[src/rtl/bfm_sink_stream_if_if.sv]
`default_nettype none
// ============================================================================
// Module   : bfm_sink_stream_if_if
// Desc     : 16-bit AXI4-Stream image bus (tuser = SOF, tlast = EOL) with
//            master (source) and slave (sink) views.
// Revision : 1.0 - initial release
// ============================================================================
interface bfm_sink_stream_if_if #(
  parameter int DATA_W = 16
);
  logic              tvalid;
  logic              tready;
  logic [DATA_W-1:0] tdata;
  logic              tuser;
  logic              tlast;

  // Source side drives the beat and samples the sink's ready.
  modport master (output tvalid, tdata, tuser, tlast, input tready);
  // Sink side samples the beat and drives ready.
  modport slave  (input tvalid, tdata, tuser, tlast, output tready);
endinterface
`default_nettype wire

[src/rtl/bfm_sink_stream_if.sv]
`default_nettype none
// ============================================================================
// Module   : bfm_sink_stream_if
// Desc     : Image-stream sink/checker. Generates a programmable tready
//            pattern, checks SOF/EOL geometry against IMG_WIDTH/IMG_HEIGHT,
//            checks that pixel data increments by one per beat, and counts
//            completed frames and error cycles.
//            Optional macro BFM_SINK_CHECKSUM_EN adds the frame_sum output
//            (32-bit wrap-around sum of the pixel data of each frame).
// Revision : 1.0 - initial release
// ============================================================================
module bfm_sink_stream_if #(
  parameter int          DATA_W    = 16,
  parameter logic [15:0] LFSR_SEED = 16'hACE1
) (
  input  wire                 clk,
  input  wire                 rst_n,
  input  wire  [15:0]         IMG_WIDTH,
  input  wire  [15:0]         IMG_HEIGHT,
  input  wire  [1:0]          READY_MODE,
  bfm_sink_stream_if_if.slave s_axis,
  output logic [15:0]         frame_cnt,
  output logic                frame_done,
  output logic                err_sof,
  output logic                err_eol,
  output logic                err_data,
  output logic [15:0]         err_cnt
`ifdef BFM_SINK_CHECKSUM_EN
  ,
  output logic [31:0]         frame_sum
`endif
);

  typedef enum logic [0:0] {
    ST_IDLE = 1'b0,
    ST_RECV = 1'b1
  } state_t;

  localparam logic [15:0] c_ERR_MAX = 16'hFFFF;

  state_t            r_state;
  logic              r_ready;
  logic [15:0]       r_lfsr;
  logic [15:0]       r_col;
  logic [15:0]       r_row;
  logic [DATA_W-1:0] r_ref;
  logic              r_ref_valid;

  logic              w_beat;
  logic              w_last_col;
  logic              w_last_row;
  logic [DATA_W-1:0] w_ref_next;
  logic              w_sof_start;
  logic              w_frame_end;
  logic              w_err_sof;
  logic              w_err_eol;
  logic              w_err_data;
  logic              w_lfsr_fb;

  assign s_axis.tready = r_ready;

  // Taps 16,14,13,11 of a right-shifting Fibonacci LFSR.
  assign w_lfsr_fb = r_lfsr[0] ^ r_lfsr[2] ^ r_lfsr[3] ^ r_lfsr[5];

  // Per-beat classification: position, SOF/EOL/data errors, frame start/end.
  always_comb begin
    w_beat      = s_axis.tvalid & r_ready;
    // >= rather than == so a width/height change mid-frame cannot strand the counters.
    w_last_col  = (r_col >= (IMG_WIDTH - 16'd1));
    w_last_row  = (r_row >= (IMG_HEIGHT - 16'd1));
    w_ref_next  = r_ref + DATA_W'(1);
    w_err_data  = w_beat & r_ref_valid & (s_axis.tdata != w_ref_next);
    w_sof_start = 1'b0;
    w_frame_end = 1'b0;
    w_err_sof   = 1'b0;
    w_err_eol   = 1'b0;
    if (w_beat) begin
      if (s_axis.tuser) begin
        // Any SOF beat is taken as pixel (0,0); with width >= 2 that pixel never ends a line.
        w_sof_start = 1'b1;
        w_err_eol   = s_axis.tlast;
        if (r_state == ST_RECV && (r_col != 16'd0 || r_row != 16'd0)) begin
          w_err_sof = 1'b1;
        end
      end else if (r_state == ST_IDLE) begin
        // Beat outside a frame without SOF: flagged and discarded.
        w_err_sof = 1'b1;
      end else begin
        w_err_eol   = (s_axis.tlast != w_last_col);
        w_frame_end = w_last_col & w_last_row;
      end
    end
  end

  // Backpressure generator: tready for the next cycle follows the current READY_MODE.
  always_ff @(posedge clk or negedge rst_n) begin
    if (!rst_n) begin
      r_lfsr  <= LFSR_SEED;
      r_ready <= 1'b0;
    end else begin
      r_lfsr <= {w_lfsr_fb, r_lfsr[15:1]};
      case (READY_MODE)
        2'd0:    r_ready <= 1'b1;
        2'd1:    r_ready <= ~r_ready;
        2'd2:    r_ready <= r_lfsr[0];
        default: r_ready <= 1'b0;
      endcase
    end
  end

  // Frame FSM with position counters, data reference and registered status outputs.
  always_ff @(posedge clk or negedge rst_n) begin
    if (!rst_n) begin
      r_state     <= ST_IDLE;
      r_col       <= 16'd0;
      r_row       <= 16'd0;
      r_ref       <= '0;
      r_ref_valid <= 1'b0;
      frame_cnt   <= 16'd0;
      frame_done  <= 1'b0;
      err_sof     <= 1'b0;
      err_eol     <= 1'b0;
      err_data    <= 1'b0;
      err_cnt     <= 16'd0;
    end else begin
      frame_done <= w_frame_end;
      err_sof    <= w_err_sof;
      err_eol    <= w_err_eol;
      err_data   <= w_err_data;

      // The reference tracks every accepted beat, including errored and discarded ones.
      if (w_beat) begin
        r_ref       <= s_axis.tdata;
        r_ref_valid <= 1'b1;
      end

      if ((w_err_sof | w_err_eol | w_err_data) && (err_cnt != c_ERR_MAX)) begin
        err_cnt <= err_cnt + 16'd1;
      end

      if (w_frame_end) begin
        frame_cnt <= frame_cnt + 16'd1;
      end

      if (w_sof_start) begin
        r_state <= ST_RECV;
        r_col   <= 16'd1;
        r_row   <= 16'd0;
      end else if (w_beat && r_state == ST_RECV) begin
        if (w_frame_end) begin
          r_state <= ST_IDLE;
          r_col   <= 16'd0;
          r_row   <= 16'd0;
        end else if (w_last_col) begin
          r_col <= 16'd0;
          r_row <= r_row + 16'd1;
        end else begin
          r_col <= r_col + 16'd1;
        end
      end
    end
  end

`ifdef BFM_SINK_CHECKSUM_EN
  logic [31:0] r_acc;
  logic [31:0] w_tdata_ext;

  assign w_tdata_ext = 32'(s_axis.tdata);

  // Running frame checksum; the total is published together with frame_done.
  always_ff @(posedge clk or negedge rst_n) begin
    if (!rst_n) begin
      r_acc     <= 32'd0;
      frame_sum <= 32'd0;
    end else begin
      if (w_sof_start) begin
        r_acc <= w_tdata_ext;
      end else if (w_beat && r_state == ST_RECV) begin
        r_acc <= r_acc + w_tdata_ext;
      end
      if (w_frame_end) begin
        frame_sum <= r_acc + w_tdata_ext;
      end
    end
  end
`endif

endmodule
`default_nettype wire
[src/flat_wrapper.sv]
// flat-port wrapper written by rule: the top's interface ports become plain ports
module bfm_sink_stream_if_flat 
#(
  parameter int          DATA_W    = 16,
  parameter logic [15:0] LFSR_SEED = 16'hACE1
)
  (clk, rst_n, IMG_WIDTH, IMG_HEIGHT, READY_MODE, frame_cnt, frame_done, err_sof, err_eol, err_data, err_cnt, s_axis_tvalid, s_axis_tdata, s_axis_tuser, s_axis_tlast, s_axis_tready);
  bfm_sink_stream_if_if #(.DATA_W(DATA_W)) s_axis_i ();
  input  wire clk;
  input  wire rst_n;
  input  wire  [15:0] IMG_WIDTH;
  input  wire  [15:0] IMG_HEIGHT;
  input  wire  [1:0] READY_MODE;
  output logic [15:0] frame_cnt;
  output logic frame_done;
  output logic err_sof;
  output logic err_eol;
  output logic err_data;
  output logic [15:0] err_cnt;
  input wire logic [$bits(s_axis_i.tvalid)-1:0] s_axis_tvalid;
  input wire logic [$bits(s_axis_i.tdata)-1:0] s_axis_tdata;
  input wire logic [$bits(s_axis_i.tuser)-1:0] s_axis_tuser;
  input wire logic [$bits(s_axis_i.tlast)-1:0] s_axis_tlast;
  output wire logic [$bits(s_axis_i.tready)-1:0] s_axis_tready;
  assign s_axis_i.tvalid = s_axis_tvalid;
  assign s_axis_i.tdata = s_axis_tdata;
  assign s_axis_i.tuser = s_axis_tuser;
  assign s_axis_i.tlast = s_axis_tlast;
  assign s_axis_tready = s_axis_i.tready;
  bfm_sink_stream_if #(.DATA_W(DATA_W), .LFSR_SEED(LFSR_SEED)) u_core (.clk(clk), .rst_n(rst_n), .IMG_WIDTH(IMG_WIDTH), .IMG_HEIGHT(IMG_HEIGHT), .READY_MODE(READY_MODE), .s_axis(s_axis_i), .frame_cnt(frame_cnt), .frame_done(frame_done), .err_sof(err_sof), .err_eol(err_eol), .err_data(err_data), .err_cnt(err_cnt));
endmodule
[config.mk]
export PLATFORM = sky130hd
export DESIGN_NAME = bfm_sink_stream_if_flat
export DESIGN_NICKNAME = d
export VERILOG_FILES = /design/src/rtl/bfm_sink_stream_if_if.sv /design/src/rtl/bfm_sink_stream_if.sv /design/src/flat_wrapper.sv
export SDC_FILE = /design/constraint.sdc
export NUM_CORES = 1
export LEC_CHECK = 0
export BUFFER_PORTS_ARGS = -buffer_cell sky130_fd_sc_hd__buf_2
export CAP_MARGIN = 40
export CORE_MARGIN = 2
export CORE_UTILIZATION = 40
export DETAILED_ROUTE_END_ITERATION = 8
export GPL_TIMING_DRIVEN = 0
export SLEW_MARGIN = 30
export SYNTH_ARGS = -nofsm -noshare
export SYNTH_HDL_FRONTEND = slang
export SYNTH_SLANG_ARGS = --single-unit
[constraint.sdc]
create_clock -name clk -period 3.5 [get_ports clk]
set_input_delay 0.7 -clock clk [delete_from_list [all_inputs] [get_ports clk]]
set_output_delay 0.7 -clock clk [all_outputs]
set_load 0.02 [all_outputs]
# Word-level counts from Yosys, hierarchy flattened
# Index checks and enable logic that the tools add are counted.
[classes]
n_addsub = 7
n_lt_le_gt_ge = 2
eq_ne = 5
muxes = 24
n_bitwise = 10
reduce_logical = 12
[ops]
columns = ["cell", "count"]
rows = [
  ["$mux W16", 8],
  ["$add A16 B1 Y16 const B", 5],
  ["$ge A16 B16 Y1", 2],
  ["$reduce_bool A16 Y1", 2],
  ["$sub A16 B1 Y16 const B", 2],
  ["$ne A16 B16 Y1", 1],
  ["$ne A16 B16 Y1 const B", 1],
  ["$mux W1", 15],
  ["$and A1 B1 Y1", 4],
  ["$reduce_and A2 Y1", 2],
  ["$reduce_bool A2 Y1", 2],
  ["$logic_and A1 B1 Y1", 3],
  ["$pmux W1 S3", 1],
  ["$reduce_bool A3 Y1", 1],
  ["$xor A1 B1 Y1", 3],
  ["$eq A2 B1 Y1 const B", 1],
  ["$eq A2 B2 Y1 const B", 1],
  ["$logic_not A2 Y1", 1],
  ["$or A1 B1 Y1", 2],
  ["$logic_or A1 B1 Y1", 1],
  ["$ne A1 B1 Y1", 1],
  ["$not A1 Y1", 1],
]
[word_totals]
ff_bits = 103
inputBits = 55
elab_cells = 73

# Longest topological paths before layout
# Gate-level depths: netlist of the first run.
[logic_depth]
word_depth = 9
depth_mapped = 17
ltp_nobuf = 16

# Worst setup path before layout of the first run
# Ideal clock, no wire load.
[synth_timing]
kind = "input to register"
startpoint = "input IMG_WIDTH[5]"
endpoint = "register u_core.err_cnt[1]"
arrival_ps = 4496
t_required_ps = 3375
setup_slack_ps = -1121
stages = 15
path_cell_list = "or4_1 > nor4_1 > nand2_1 > nor3_1 > xnor2_1 > ha_1 > and4_1 > nand4_1 > a2111oi_0 > a211oi_1 > or4b_4 > a31oi_4 > nor3_4 > or2_4 > mux2_4"
[synth_between]
elab_chain_len = 9
[synth_rtl]
columns = ["element", "line", "rtl"]
rows = [
  ["start, declared", "flat_wrapper.sv:11", "input wire [15:0] IMG_WIDTH;"],
  ["$sub A16 B1 Y16", "bfm_sink_stream_if.sv:69", "w_last_col = (r_col >= (IMG_WIDTH - 16'd1));"],
  ["$ge A16 B16 Y1", "bfm_sink_stream_if.sv:69", ""],
  ["$ne A1 B1 Y1", "bfm_sink_stream_if.sv:89", "w_err_eol = (s_axis.tlast != w_last_col);"],
  ["$mux W1", "bfm_sink_stream_if.sv:85", "end else if (r_state == ST_IDLE) begin"],
  ["$mux W1", "bfm_sink_stream_if.sv:78", "if (s_axis.tuser) begin"],
  ["$mux W1", "bfm_sink_stream_if.sv:77", "if (w_beat) begin"],
  ["named net u_core.w_err_eol", "bfm_sink_stream_if.sv:56", "logic w_err_eol;"],
  ["$or A1 B1 Y1 (2 in series)", "bfm_sink_stream_if.sv:137", "if ((w_err_sof | w_err_eol | w_err_data) && (err_cnt != c_ERR_MAX)) begin"],
  ["$logic_and A1 B1 Y1", "bfm_sink_stream_if.sv:137", ""],
  ["end signal, assigned", "bfm_sink_stream_if.sv:138", "err_cnt <= err_cnt + 16'd1;"],
  ["end, declared", "bfm_sink_stream_if.sv:27", "output logic [15:0] err_cnt"],
]
# The timed path passes the listed nets, and every way through them passes these cells.
# A chain may end at the register's enable or synchronous reset.

# Worst setup path in the final report of the first run
# Same ends and word-level chain as after synthesis.

==> results of run 1 <==
path summary, 6_finish.rpt:
path / end / depth (start not counted) / slack [ps] / start
max: u_core.err_cnt[1] / 16 / -610 / IMG_WIDTH[5]
min reg2reg: u_core.r_lfsr[0] / 0 / 350 / u_core.r_lfsr[1]
min: u_core.err_cnt[14] / 1 / 270 / rst_n
max in group asynchronous: u_core.r_lfsr[11] / 2 / 2540 / rst_n
max reg2reg: u_core.err_cnt[1] / 12 / 70 / u_core.r_col[0]
min in group clk: u_core.r_lfsr[0] / 0 / 350 / u_core.r_lfsr[1]
layout make-up:
class	count	share of cell area, %
buffer	15	1.53
clock buffer	9	2.73
clock inverter	7	0.864
inverter	23	1.08
multi-input combinational	533	49.4
sequential	103	31.3
tap	211	3.20
timing repair buffer	121	9.83
registers in the layout, indices dropped and copies added (netlist names), 16 cells and up:
register / cells
u_core.r_col: 16
u_core.r_ref: 16
u_core.r_lfsr: 16
u_core.r_row: 16
u_core.frame_cnt: 16
u_core.err_cnt: 16
synth_stat cells, types with 17 or more instances:
master                    count  share of area, %
sky130_fd_sc_hd__nand3_1     40               3.2
sky130_fd_sc_hd__nand2_1    114               6.8
sky130_fd_sc_hd__xnor2_1     46               6.4
sky130_fd_sc_hd__dfrtp_1     95                38
sky130_fd_sc_hd__nor4_1      17               1.7
sky130_fd_sc_hd__nand4_1     17               1.7
sky130_fd_sc_hd__nor3_1      33               2.6
sky130_fd_sc_hd__nor2_1      34               2.0
sky130_fd_sc_hd__ha_1        41               8.2
sky130_fd_sc_hd__inv_1       22               1.3
sky130_fd_sc_hd__xor2_1      45               6.3
worst reg2reg max path: cells and delay by family, from the launching register on:
kind / cells / cell delay [ps]
AO/OA/AOI/OAI: 4 / 1400
adder cells (fa/ha/maj): 1 / 250
buffers and inverters: 2 / 340
flip-flops: 1 / 430
multiplexers: 1 / 300
AND/OR/NAND/NOR: 4 / 610
cell families after synthesis:
group	synth area share [%]
AND/OR/NAND/NOR	26.0
AO/OA/AOI/OAI	8.57
XOR/XNOR	12.7
flip-flops	41.3
adder cells (fa/ha/maj)	8.19
buffers and inverters	2.50
multiplexers	0.659
timing repair:
action | in CTS | in global routing
setup buffers | 20 | 9
cloned | 1 | 1
pin swaps | 27 | 14
hold buffers | 0 | 0
gates resized for setup | 60 | 34
endpoints found under the setup margin | 66 | 67
power by group:
group	switching, mW	total (mW)	leakage [nW]	internal (mW)
Clock	0.517	1.03	0.148	0.509
Combinational	0.347	0.615	2.44	0.268
Sequential	0.124	1.41	1.32	1.28
Total	0.987	3.05	3.92	2.06
routing by layer:
metal  track usage, %  wire [µm]  up-vias
li1                 -          -     2664
met1             25.7       7090     2632
met2             32.5       7660      114
met3             2.48        596       16
met4             7.29        347        0
met5                0          0        -
==> reports/qor.csv, run 1 <==
stage,metric,value,unit
sta,normalized max-slew margin,46.0,%
worst_setup_path,critical path's top delay family,simple AND/OR/NAND/NOR gates,
logic_synthesis,Mapped Area,6260,µm²
floorplanning,Std-Cell Rows,45,
sta,final count of pins violating max slew,0,
worst_setup_path,cell chain of the critical path,buf_6 -> or4_4 -> nor4_4 -> nand2_2 -> nor3_2 -> xnor2_1 -> ha_1 -> and4_4 -> nand4_1 -> a2111oi_4 -> a211oi_4 -> or4b_4 -> a31oi_4 -> nor3_4 -> or2_4 -> mux2_4,
clock_tree,number of buffers created by CTS,9,
sta,final worst clock skew,10.1,ps
clock_tree,Clock Latency Late Sink,360,ps
pwr,static power due to leakage,3.92,nW
logic_synthesis,Cell variety after synth,61,
finish,share of the core filled with cells in the final layout,54.1,%
logic_synthesis,number of enable-type register cells in the synthesized netlist,0,
placed_design,post-DP HPWL,11000,µm
pwr,total design power,3.05,mW
finish,sequential cell area,2590,µm²
finish,"count of placed standard cells in the final layout, fillers left out",1022,
worst_setup_path,data arrival at the endpoint of the critical path,4350,ps
clock_tree,clock sink count,103,
sta,FMAX,243,MHz
floorplanning,Die Wd,129,µm
placed_design,Placed Area,7230,µm²
sta,count of endpoints failing setup in the final report,60,
status,violations in the final reports,setup timing,
floorplanning,vertical extent of the die,129,µm
finish,Filler Cell Count,1366,
logic_synthesis,count of synthesis-stage warnings from yosys,0,
finish,fraction of layout instances using a drive strength above 1,28.6,%
placed_design,input/output buffers,91,
logic_synthesis,synthesized area per cell,9.29,µm²
logic_synthesis,async set-or-reset flop fraction in the synthesized netlist,100,%
global_routing,initial antenna violation count,0,
global_routing,grt ovf,0,
status,outcome,"complete, but fails checks",
placed_design,pre-CTS setup slack,-1280,ps
logic_synthesis,post-synthesis sequential area ratio,41.3,%
worst_setup_path,worst-path cell with the longest stage delay,sky130_fd_sc_hd__or4_4,
sta,"Period Utilization, post-route",117,%
floorplanning,IO Count,92,
sta,final critical delay including setup and external delays,4110,ps
sta,Least-Margin Pin Slew,790,ps
floorplanning,Core Area,15300,µm²
finish,"Non-Filler Cell Area, Final",8260,µm²
worst_setup_path,Critical Path End Type,register,
min_path,min-delay worst type,primary input to asynchronous set/reset pin,
sta,total negative slack,-20990,ps
worst_setup_path,type of the worst setup path,primary input to register,
clock_tree,maximum buffer depth of the clock tree,2,
sta,unrepaired setup endpoints after global routing,true,
global_routing,first-pass GRT wire length,26000,µm
job,number of maximum-capacitance violations,0,
floorplanning,area of the die,16700,µm²
clock_tree,Clock Pin Slew Worst Setup and Hold Paths,80,ps
clock_tree,Root Buffer Master,sky130_fd_sc_hd__clkbuf_16,
logic_synthesis,Syn Nets,770,
placed_design,routability-driven placement congestion ratio,0.881,
pwr,maximum vdd drop,0.304,mV
clock_tree,H-Tree Level Count,3,
detailed_routing,remaining antenna violation count,0,
global_routing,total track usage,19.4,%
finish,Antenna Diode Count,0,
worst_setup_path,worst path buffer plus inverter count,1,
worst_setup_path,CP startpoint kind,primary input,
worst_setup_path,maximum single-stage delay on the critical path,570,ps
finish,"most common cell after layout, fill and taps aside",sky130_fd_sc_hd__nand2_1,
sta,tightest hold margin,268,ps
detailed_routing,1st-pass router iterations,4,
detailed_routing,post-route DRC violation count,0,
logic_synthesis,synthesized netlist cell count,674,
worst_setup_path,top fanout value on the critical path,7,
detailed_routing,Via-to-Cell Ratio,5.31,
finish,number of nets in the layout,902,
detailed_routing,total vias in the final route,5426,
finish,combined area of the multi-input logic cells,4080,µm²
clock_tree,TritonCTS clock tree,built,
logic_synthesis,Seq cells post-synth,103,
logic_synthesis,ys flop type,sky130_fd_sc_hd__dfrtp_1,
detailed_routing,starting DRC count in detailed routing,285,
sta,final hold vios,0,
pwr,pwr/cell area,369,nW/µm²
finish,"top library cells by usage in the layout, fill and taps aside","sky130_fd_sc_hd__nand2_1 (107), sky130_fd_sc_hd__dfrtp_1 (95), sky130_fd_sc_hd__buf_2 (89)",
worst_setup_path,required time of the critical path,3740,ps
floorplanning,initial standard-cell utilization of the core,41.0,%
finish,area added between synthesis and finish,31.8,%
sta,final setup margin,-611,ps
global_routing,vias in the first global route,5357,
detailed_routing,routed len/inst,15.4,µm
placed_design,post-placement cell count,977,
detailed_routing,Detailed Route WL,15700,µm
global_routing,pin count of the biggest net entering global routing,57,
Power figures use the tool's default switching activity.
==> run 2, diff against run 1 <==
--- a/config.mk
+++ b/config.mk
@@ -5,7 +5,7 @@
 export SDC_FILE = /design/constraint.sdc
 export NUM_CORES = 1
 export LEC_CHECK = 0
-export BUFFER_PORTS_ARGS = -buffer_cell sky130_fd_sc_hd__buf_2
+export BUFFER_PORTS_ARGS = -buffer_cell sky130_fd_sc_hd__clkbuf_2
 export CAP_MARGIN = 40
 export CORE_MARGIN = 2
 export CORE_UTILIZATION = 40
==> run 2 against run 1 <==
Net effect: register-to-register slack better by 280 ps; setup slack improved by 34 ps; non-clock buffer count fell by 3; cell count down 0.29%; design area is 0.53% higher; wire length rose by 0.17%; critical path depth shrank 1; first-iteration DRC count fell by 3.2%; critical path type unchanged; via count down 0.68%; global-route usage barely moved; die area did not move; the run still ends with setup timing left; largest cell class unchanged.
==> reports/qor.csv, run 2 (synthesis results as in run 1) <==
stage,metric,value,unit,change
floorplanning,area of the die,16700,µm²,unchanged
sta,final setup margin,-577,ps,was -611 ps
sta,count of endpoints failing setup in the final report,50,,was 60
worst_setup_path,cell chain of the critical path,buf_6 -> or4_4 -> nor4_4 -> nand2_2 -> xor2_1 -> ha_1 -> and4_4 -> nand2_2 -> a2111oi_4 -> a211oi_4 -> or4b_4 -> a31oi_4 -> nor3_4 -> or2_4 -> mux2_4,,was buf_6 -> or4_4 -> nor4_4 -> nand2_2 -> nor3_2 -> xnor2_1 -> ha_1 -> and4_4 -> nand4_1 -> a2111oi_4 -> a211oi_4 -> or4b_4 -> a31oi_4 -> nor3_4 -> or2_4 -> mux2_4
finish,"top library cells by usage in the layout, fill and taps aside","sky130_fd_sc_hd__nand2_1 (107), sky130_fd_sc_hd__dfrtp_1 (95), sky130_fd_sc_hd__clkbuf_2 (88)",,"was sky130_fd_sc_hd__nand2_1 (107), sky130_fd_sc_hd__dfrtp_1 (95), sky130_fd_sc_hd__buf_2 (89)"
sta,final hold vios,0,,unchanged
sta,final worst clock skew,5.91,ps,was 10.1 ps
floorplanning,Std-Cell Rows,45,,unchanged
placed_design,routability-driven placement congestion ratio,0.876,,was 0.881
placed_design,input/output buffers,91,,unchanged
global_routing,vias in the first global route,5396,,"was 5,357"
clock_tree,number of buffers created by CTS,9,,unchanged
global_routing,first-pass GRT wire length,26000,µm,about the same
worst_setup_path,maximum single-stage delay on the critical path,560,ps,was 570 ps
global_routing,pin count of the biggest net entering global routing,72,,was 57
global_routing,grt ovf,0,,unchanged
placed_design,pre-CTS setup slack,-1290,ps,was -1280 ps
worst_setup_path,internal reg-to-reg setup slack,350,ps,was 70 ps
global_routing,total track usage,19.4,%,about the same
detailed_routing,1st-pass router iterations,5,,was 4
sta,final critical delay including setup and external delays,4080,ps,was 4110 ps
finish,Antenna Diode Count,0,,unchanged
sta,final count of pins violating max slew,0,,unchanged
worst_setup_path,worst reg2reg path startpoint,u_core.r_col[0],,unchanged
floorplanning,vertical extent of the die,129,µm,unchanged
status,outcome,"complete, but fails checks",,unchanged
pwr,internal cell power,2.08,mW,was 2.06 mW
worst_setup_path,Critical Path End Type,register,,unchanged
clock_tree,H-Tree Level Count,3,,unchanged
floorplanning,Core Area,15300,µm²,unchanged
sta,unrepaired setup endpoints after global routing,true,,unchanged
detailed_routing,routed len/inst,15.4,µm,about the same
finish,number of nets in the layout,899,,was 902
detailed_routing,Via-to-Cell Ratio,5.29,,was 5.31
clock_tree,maximum buffer depth of the clock tree,2,,unchanged
detailed_routing,total vias in the final route,5389,,"was 5,426"
global_routing,initial antenna violation count,0,,unchanged
pwr,static power due to leakage,3.89,nW,was 3.92 nW
detailed_routing,Detailed Route WL,15700,µm,about the same
sta,Least-Margin Pin Slew,720,ps,was 790 ps
clock_tree,clock sink count,103,,unchanged
worst_setup_path,r2r worst-path depth,13,,was 12
floorplanning,Die Wd,129,µm,unchanged
clock_tree,Clock Latency Late Sink,350,ps,was 360 ps
status,violations in the final reports,setup timing,,unchanged
floorplanning,IO Count,92,,unchanged
worst_setup_path,critical path's top delay family,simple AND/OR/NAND/NOR gates,,unchanged
finish,area added between synthesis and finish,32.5,%,was 31.8%
pwr,clock share of power,33.8,%,was 33.7%
finish,"most common cell after layout, fill and taps aside",sky130_fd_sc_hd__nand2_1,,unchanged
worst_setup_path,cell seen most often among critical-path stages,sky130_fd_sc_hd__nand2_2,,
worst_setup_path,capture instance of the worst register-to-register path,u_core.err_cnt[1],,unchanged
detailed_routing,starting DRC count in detailed routing,276,,was 285
pwr,switching power total,1.02,mW,was 0.987 mW
finish,share of the core filled with cells in the final layout,54.4,%,was 54.1%
pwr,pwr/cell area,373,nW/µm²,was 369 nW/µm²
min_path,min-delay worst type,primary input to asynchronous set/reset pin,,unchanged
clock_tree,Clock Pin Slew Worst Setup and Hold Paths,80,ps,about the same
pwr,maximum vdd drop,0.246,mV,was 0.304 mV
worst_setup_path,type of the worst setup path,primary input to register,,unchanged
sta,normalized max-slew margin,51.6,%,was 46.0%
pwr,Sw Share,32.8,%,was 32.4%
worst_setup_path,top fanout value on the critical path,7,,unchanged
pwr,total design power,3.09,mW,was 3.05 mW
floorplanning,initial standard-cell utilization of the core,41.0,%,unchanged
sta,"Period Utilization, post-route",116,%,was 117%
clock_tree,CTS Hold Buffers Added,0,,unchanged
pwr,logic gate share of total power,20.8,%,was 20.2%
worst_setup_path,worst path buffer plus inverter count,1,,unchanged
pwr,fraction of power consumed by sequential logic,45.4,%,was 46.2%
worst_setup_path,required time of the critical path,3750,ps,was 3740 ps
worst_setup_path,worst-path cell with the longest stage delay,sky130_fd_sc_hd__or4_4,,unchanged
job,number of maximum-capacitance violations,0,,unchanged
worst_setup_path,data arrival at the endpoint of the critical path,4320,ps,was 4350 ps
finish,fraction of layout instances using a drive strength above 1,30.2,%,was 28.6%
sta,total negative slack,-17640,ps,"was -20,990 ps"
placed_design,post-DP HPWL,11100,µm,"was 11,000 µm"
sta,FMAX,245,MHz,was 243 MHz
clock_tree,Root Buffer Master,sky130_fd_sc_hd__clkbuf_16,,unchanged
clock_tree,TritonCTS clock tree,built,,unchanged
detailed_routing,post-route DRC violation count,0,,unchanged
detailed_routing,remaining antenna violation count,0,,unchanged
worst_setup_path,CP startpoint kind,primary input,,unchanged
## run 2: cell count changes in the layout (fill, tap and decap cells not counted), sizes merged
cell,previous run,this run
buf,129,36
clkinv,2,4
clkbuf,16,106
inv,28,26
## run 2: power by group through the flow
stage	Clock [mW]	Combinational, mW	Sequential (mW)
after floorplan	0	0.352	1.44
final	1.05	0.643	1.41
after CTS	1.07	0.615	1.40
after global placement	0	0.563	1.42
after global routing	1.12	0.724	1.43
after detailed placement	0	0.595	1.43
## run 2: cell type report
type / instances / area, µm²
timing repair buffer: 118 / 791
sequential: 103 / 2590
buffer: 15 / 119
multi-input combinational: 533 / 4140
clock inverter: 7 / 86.3
fill: 1366 / 6960
inverter: 23 / 86.3
tap: 211 / 264
clock buffer: 9 / 225
## run 2: stage by stage
step           hold WS [ps]  std cells  area, µm²
3_3_place_gp            339        976       7200
5_1_grt                 262       1019       8300
4_1_cts                 249       1011       8040
2_1_floorplan           331        674       6480
6_report                245       1019       8300
3_5_place_dp            337        977       7230
## run 2: worst max path at each step
stage	from	end	slack, ps	cells after the start
3_5_place_dp	IMG_WIDTH[5]	u_core.frame_cnt[5]	-1290	18
2_1_floorplan	IMG_WIDTH[5]	u_core.err_cnt[1]	-820	14
3_3_place_gp	IMG_WIDTH[5]	u_core.err_cnt[1]	-1170	16
4_1_cts	IMG_WIDTH[5]	u_core.err_cnt[1]	-620	16
5_1_grt	IMG_WIDTH[5]	u_core.err_cnt[1]	-760	16
6_report	IMG_WIDTH[5]	u_core.err_cnt[1]	-580	15
## run 2: routing by layer
layer	up-vias	global-route usage, %	part of all wire, %
met2	110	31.7	48
met5	-	0	0
met3	16	3.51	3.8
li1	2658	-	-
met4	0	6.52	2.0
met1	2605	26.1	46
## run 2: what timing repair did
action                                  4_1_cts  5_1_grt
setup buffers                                16        9
gates resized for setup                      57       49
gates cloned                                  3        1
endpoints found under the setup margin       66       65
pin swaps                                    23       23
